[config.mk]
export PLATFORM = sky130hd
export DESIGN_NAME = sign_narrower
export DESIGN_NICKNAME = d
export VERILOG_FILES = /design/src/rtl/sign_narrower.sv
export SDC_FILE = /design/constraint.sdc
export NUM_CORES = 1
export LEC_CHECK = 0
export CELL_PAD_IN_SITES_DETAIL_PLACEMENT = 0
export CELL_PAD_IN_SITES_GLOBAL_PLACEMENT = 1
export CORE_MARGIN = 2
export CORE_UTILIZATION = 41
export CTS_BUF_LIST = sky130_fd_sc_hd__clkbuf_8
export DETAILED_ROUTE_END_ITERATION = 7
export PLACE_DENSITY_LB_ADDON = 0.25
export REMOVE_ABC_BUFFERS = 1
export SLEW_MARGIN = 20
export SYNTH_ARGS = -nofsm -noshare
export SYNTH_HDL_FRONTEND = slang
export SYNTH_SLANG_ARGS = --single-unit
export TNS_END_PERCENT = 100
[constraint.sdc]
create_clock -name clk -period 5.15 [get_ports clk]
set_input_delay 0.515 -clock clk [delete_from_list [all_inputs] [get_ports clk]]
set_output_delay 0.515 -clock clk [all_outputs]
set_load 0.005 [all_outputs]
[src/rtl/sign_narrower.sv]
// Narrows 32-bit values to 16 bits (signed or unsigned range, wrap or saturate)
// and queues the results with their overflow flags in a small FIFO.
module sign_narrower #(
  parameter int DEPTH = 2,
  parameter int CNT_W = 8
) (
  input  logic             clk,
  input  logic             rst_n,
  input  logic             in_valid,
  output logic             in_ready,
  input  logic [31:0]      in_data,
  input  logic             mode_signed,
  input  logic             mode_sat,
  output logic             out_valid,
  input  logic             out_ready,
  output logic [15:0]      out_data,
  output logic             out_ovf,
  input  logic             clear_count,
  output logic [CNT_W-1:0] ovf_count
);

  localparam int PTR_W = (DEPTH > 1) ? $clog2(DEPTH) : 1;
  localparam int OCC_W = $clog2(DEPTH + 1);
  localparam logic [OCC_W-1:0] OCC_FULL = OCC_W'(DEPTH);
  localparam logic [PTR_W-1:0] PTR_LAST = PTR_W'(DEPTH - 1);
  localparam logic [CNT_W-1:0] CNT_MAX  = '1;

  typedef enum logic [1:0] {EMPTY, PARTIAL, FULL} occ_t;

  occ_t             state_reg, state_next;
  logic [OCC_W-1:0] count_reg, count_next;
  logic [PTR_W-1:0] wr_ptr_reg, wr_ptr_next;
  logic [PTR_W-1:0] rd_ptr_reg, rd_ptr_next;
  logic [CNT_W-1:0] ovf_count_reg, ovf_count_next;

  logic             ovf_in;
  logic [15:0]      res_in;
  logic             push, pop;
  logic [16:0]      mem [DEPTH];
  logic [16:0]      head;

  // Range check and result selection for the value currently presented.
  always_comb begin
    if (mode_signed) begin
      ovf_in = !((&in_data[31:15]) || !(|in_data[31:15]));
    end else begin
      ovf_in = |in_data[31:16];
    end
    res_in = in_data[15:0];
    if (mode_sat && ovf_in) begin
      if (!mode_signed) begin
        res_in = 16'hFFFF;
      end else if (in_data[31]) begin
        res_in = 16'h8000;
      end else begin
        res_in = 16'h7FFF;
      end
    end
  end

  // Ready is held low while reset is asserted; otherwise it depends only on state.
  assign in_ready  = rst_n && (state_reg != FULL);
  assign out_valid = (state_reg != EMPTY);
  assign push      = in_valid && in_ready;
  assign pop       = out_valid && out_ready;

  always_ff @(posedge clk) begin
    if (push) begin
      mem[wr_ptr_reg] <= {ovf_in, res_in};
    end
  end

  assign head     = mem[rd_ptr_reg];
  assign out_data = out_valid ? head[15:0] : 16'h0000;
  assign out_ovf  = out_valid ? head[16]   : 1'b0;

  always_comb begin
    count_next     = count_reg;
    wr_ptr_next    = wr_ptr_reg;
    rd_ptr_next    = rd_ptr_reg;
    state_next     = state_reg;
    ovf_count_next = ovf_count_reg;

    case ({push, pop})
      2'b10:   count_next = count_reg + OCC_W'(1);
      2'b01:   count_next = count_reg - OCC_W'(1);
      default: count_next = count_reg;
    endcase

    // Pointers wrap modulo DEPTH, which need not be a power of two.
    if (push) begin
      wr_ptr_next = (wr_ptr_reg == PTR_LAST) ? '0 : wr_ptr_reg + PTR_W'(1);
    end
    if (pop) begin
      rd_ptr_next = (rd_ptr_reg == PTR_LAST) ? '0 : rd_ptr_reg + PTR_W'(1);
    end

    if (count_next == '0) begin
      state_next = EMPTY;
    end else if (count_next == OCC_FULL) begin
      state_next = FULL;
    end else begin
      state_next = PARTIAL;
    end

    if (clear_count) begin
      ovf_count_next = '0;
    end else if (push && ovf_in && (ovf_count_reg != CNT_MAX)) begin
      ovf_count_next = ovf_count_reg + CNT_W'(1);
    end
  end

  always_ff @(posedge clk or negedge rst_n) begin
    if (!rst_n) begin
      state_reg     <= EMPTY;
      count_reg     <= '0;
      wr_ptr_reg    <= '0;
      rd_ptr_reg    <= '0;
      ovf_count_reg <= '0;
    end else begin
      state_reg     <= state_next;
      count_reg     <= count_next;
      wr_ptr_reg    <= wr_ptr_next;
      rd_ptr_reg    <= rd_ptr_next;
      ovf_count_reg <= ovf_count_next;
    end
  end

  assign ovf_count = ovf_count_reg;

endmodule

==> summary.txt <==
Run status
  – Run status: completed

Timing
  – Fmax: 370 MHz
  – Worst setup skew after layout: 0.00377 ns
  – Fin. Hold Viols: 0
  – Slew HR: 34.8%
  – Setup TNS Final: 0 ns
  – RSZ-0062 raised after global routing: no
  – Worst-Margin Slew: 0.979 ns
  – Slew Limit Fails: 0
  – Fin crit period: 2.70 ns
  – Setup-failing EPs final: 0
  – Crit share post-route: 52.4%

Die
  – Die height: 78.5 um
  – Rows: 27
  – Ports: 66
  – Die Width: 78.5 um
  – Core area: 5440 um^2
  – Die footprint: 6160 um^2
  – Initial Util: 41.8%

Synth
  – YS warnings: 0
  – Cell accounting for the most synthesized area: edfxtp_1
  – Synth cell types: 35
  – Cells after synthesis: 193
  – Seq/Total Area, Yosys: 59.2%
  – Post-Syn Area: 2280 um^2
  – Top cells by area, synth: edfxtp_1, dfrtp_1, mux2i_1
  – Synth top area share: 44.9%
  – Synthesized area per cell: 11.8 um^2
  – Flops & latches, synth: 47

Clock network
  – Cts repair resizes: 0
  – CTS Hold Bufs: 0
  – Latest clock arrival within the worst-skew pair: 0.29 ns
  – TritonCTS clock tree: yes
  – CTS root buffer: clkbuf_8
  – Clk sinks: 47
  – Worst-path clk slew: 0.08 ns
  – H-tree levels: 2
  – Post-CTS Setup Inserts: 0
  – Cts bufs inserted: 5
  – Clock buffer depth: 2

Worst setup path
  – Crit-path max FO: 15
  – Type of origin of the critical path: input pin
  – CP required: 4.64 ns
  – Kind of critical path: in -> out
  – CP Capture Type: output pin
  – Worst EP arrival: 2.18 ns

Drt
  – Routed WL: 4.56 mm
  – Total number of vias: 1675
  – Antenna Violating Nets Remaining: 0
  – TritonRoute pass-1 iters: 4
  – Wire per inst: 13.7 um
  – Starting DRT DRC Count: 123
  – DR vias/cell: 5.03
  – # DRC: 0

Final layout
  – # fillers: 481
  – Max reg flops: 34
  – Synthesis-to-layout area growth: 36.5%
  – Post-route non-filler standard cell count: 333
  – Share of cells above drive strength 1: 8.05%
  – Ant diodes: 0
  – Layout Nets: 301

Power
  – Worst vdd ir: 0.188 mV
  – Leak Pwr: 0.00117 uW
  – Pwr Density: 388 nW/um^2

GRT
  – First-pass GRT wire length: 7.31 mm
  – Largest net degree at the start of global routing: 20
  – Grt total ovfl: 0
  – Total GRT Usage: 15.3%
  – Antenna violations before repair: 0
  – Vias in the first global route: 1675

Place
  – Routability cong.: 0.719
  – Inst Count DP: 325
  – Port Buffer Count: 65
  – Dpl hpwl: 3.31 mm

Min path
  – Min-delay worst type: reg -> reg

Job
  – Max-cap viol count: 0
==> per-layer routing <==
layer / GRT usage, % / share of wire (%) / vias up
met5: 0 / 0 / -
li1: - / - / 821
met3: 3.91 / 5.2 / 5
met2: 28.5 / 52 / 51
met4: 4.21 / 0.88 / 0
met1: 17.2 / 42 / 798
==> cell type report <==
cell class / instances / area, um^2 / area share, %
Multi-Input combinational cell: 120 / 821 / 26.4
Sequential cell: 47 / 1350 / 43.3
Timing Repair Buffer: 67 / 666 / 21.4
Inverter: 19 / 71.3 / 2.30
Clock inverter: 3 / 43.8 / 1.41
Clock buffer: 5 / 68.8 / 2.22
Tap cell: 72 / 90.1 / 2.90
==> synth_stat cells (all sizes together) <==
| library cell | number |
|---|---|
| nor4 | 3 |
| ha | 2 |
| o2111ai | 1 |
| a21oi | 20 |
| or4 | 3 |
| or3 | 4 |
| and3 | 2 |
| buf | 4 |
| o221ai | 1 |
| nand2 | 5 |
| edfxtp | 34 |
| or2 | 2 |
| mux2 | 3 |
| o21ai | 4 |
| o31ai | 2 |
| and2 | 1 |
| nor2b | 6 |
| xor2 | 2 |
| or2b | 1 |
| o22ai | 1 |
| xnor2 | 3 |
| clkbuf | 3 |
| inv | 19 |
| nand4 | 6 |
| nor3 | 3 |
| nand3 | 4 |
| mux2i | 17 |
| dfrtp | 13 |
| nor2 | 24 |
==> placed cells by master, fill, tap and decap left out, types with 3 or more instances in the layout <==
cell and count:
inv_1 19, nor3_1 3, nand4_1 6, dfrtp_1 13, nor4_1 3, o21ai_0 4
clkbuf_8 5, xnor2_1 3, a21oi_1 20, nand3_1 4, edfxtp_1 34, nor2_1 23
clkdlybuf4s50_1 65, nor2b_1 6, or3_1 3, mux2i_1 17, nand2_1 5
==> worst paths after layout <==
check	depth (start not counted)	from	slack, ns	endpoint
max	3	rst_n	2.45	in_ready
min	1	count_reg[1]$_DFF_PN0_	0.49	count_reg[1]$_DFF_PN0_
max reg2reg	6	ovf_count[0]$_DFFE_PN0P_	3.14	ovf_count[7]$_DFFE_PN0P_
min reg2reg	1	count_reg[1]$_DFF_PN0_	0.49	count_reg[1]$_DFF_PN0_
max in group asynchronous	1	rst_n	4.10	ovf_count[3]$_DFFE_PN0P_
min in group asynchronous	1	rst_n	0.63	ovf_count[1]$_DFFE_PN0P_
==> power by group <==
group / leakage, uW / internal [uW] / switching, uW
sequential: 0.000475 / 466 / 57.9
clock: 0.0000581 / 144 / 117
combinational: 0.000633 / 255 / 165
total: 0.00117 / 865 / 340
==> worst max-delay path, cell delays in order <==
cell	delay [ns]
clkdlybuf4s50_1	0.90
and2_1	0.25
clkdlybuf4s50_1	0.51
==> per-stage QoR <==
| step | worst slack, ns | power (uW) | instance area (um^2) | hold WS, ns | utilization [%] |
|---|---|---|---|---|---|
| finish | 2.45 | 1200 | 3110 | 0.488 | 57.1 |
| detailed placement | 2.23 | 959 | 2990 | 0.472 | 55.0 |
| floorplan | 3.13 | 710 | 2240 | 0.219 | - |
| global route | 2.32 | 1280 | 3110 | 0.513 | 57.1 |
| CTS | 2.41 | 1220 | 3110 | 0.491 | 57.1 |
| global placement | 2.27 | 950 | 2990 | 0.448 | 55.0 |
==> logic make-up (layout without fill, tap and decap cells) <==
logic type	Yosys count	in the layout	share of synthesized area (%)
buffers and inverters	26	94	4.78
XOR/XNOR	5	5	1.92
multiplexers	20	20	9.13
adder cells (fa/ha/maj)	2	2	1.10
AO/OA/AOI/OAI	29	29	9.13
AND/OR/NAND/NOR	64	64	14.8
flip-flops	47	47	59.2
Power figures use the tool's default switching activity.
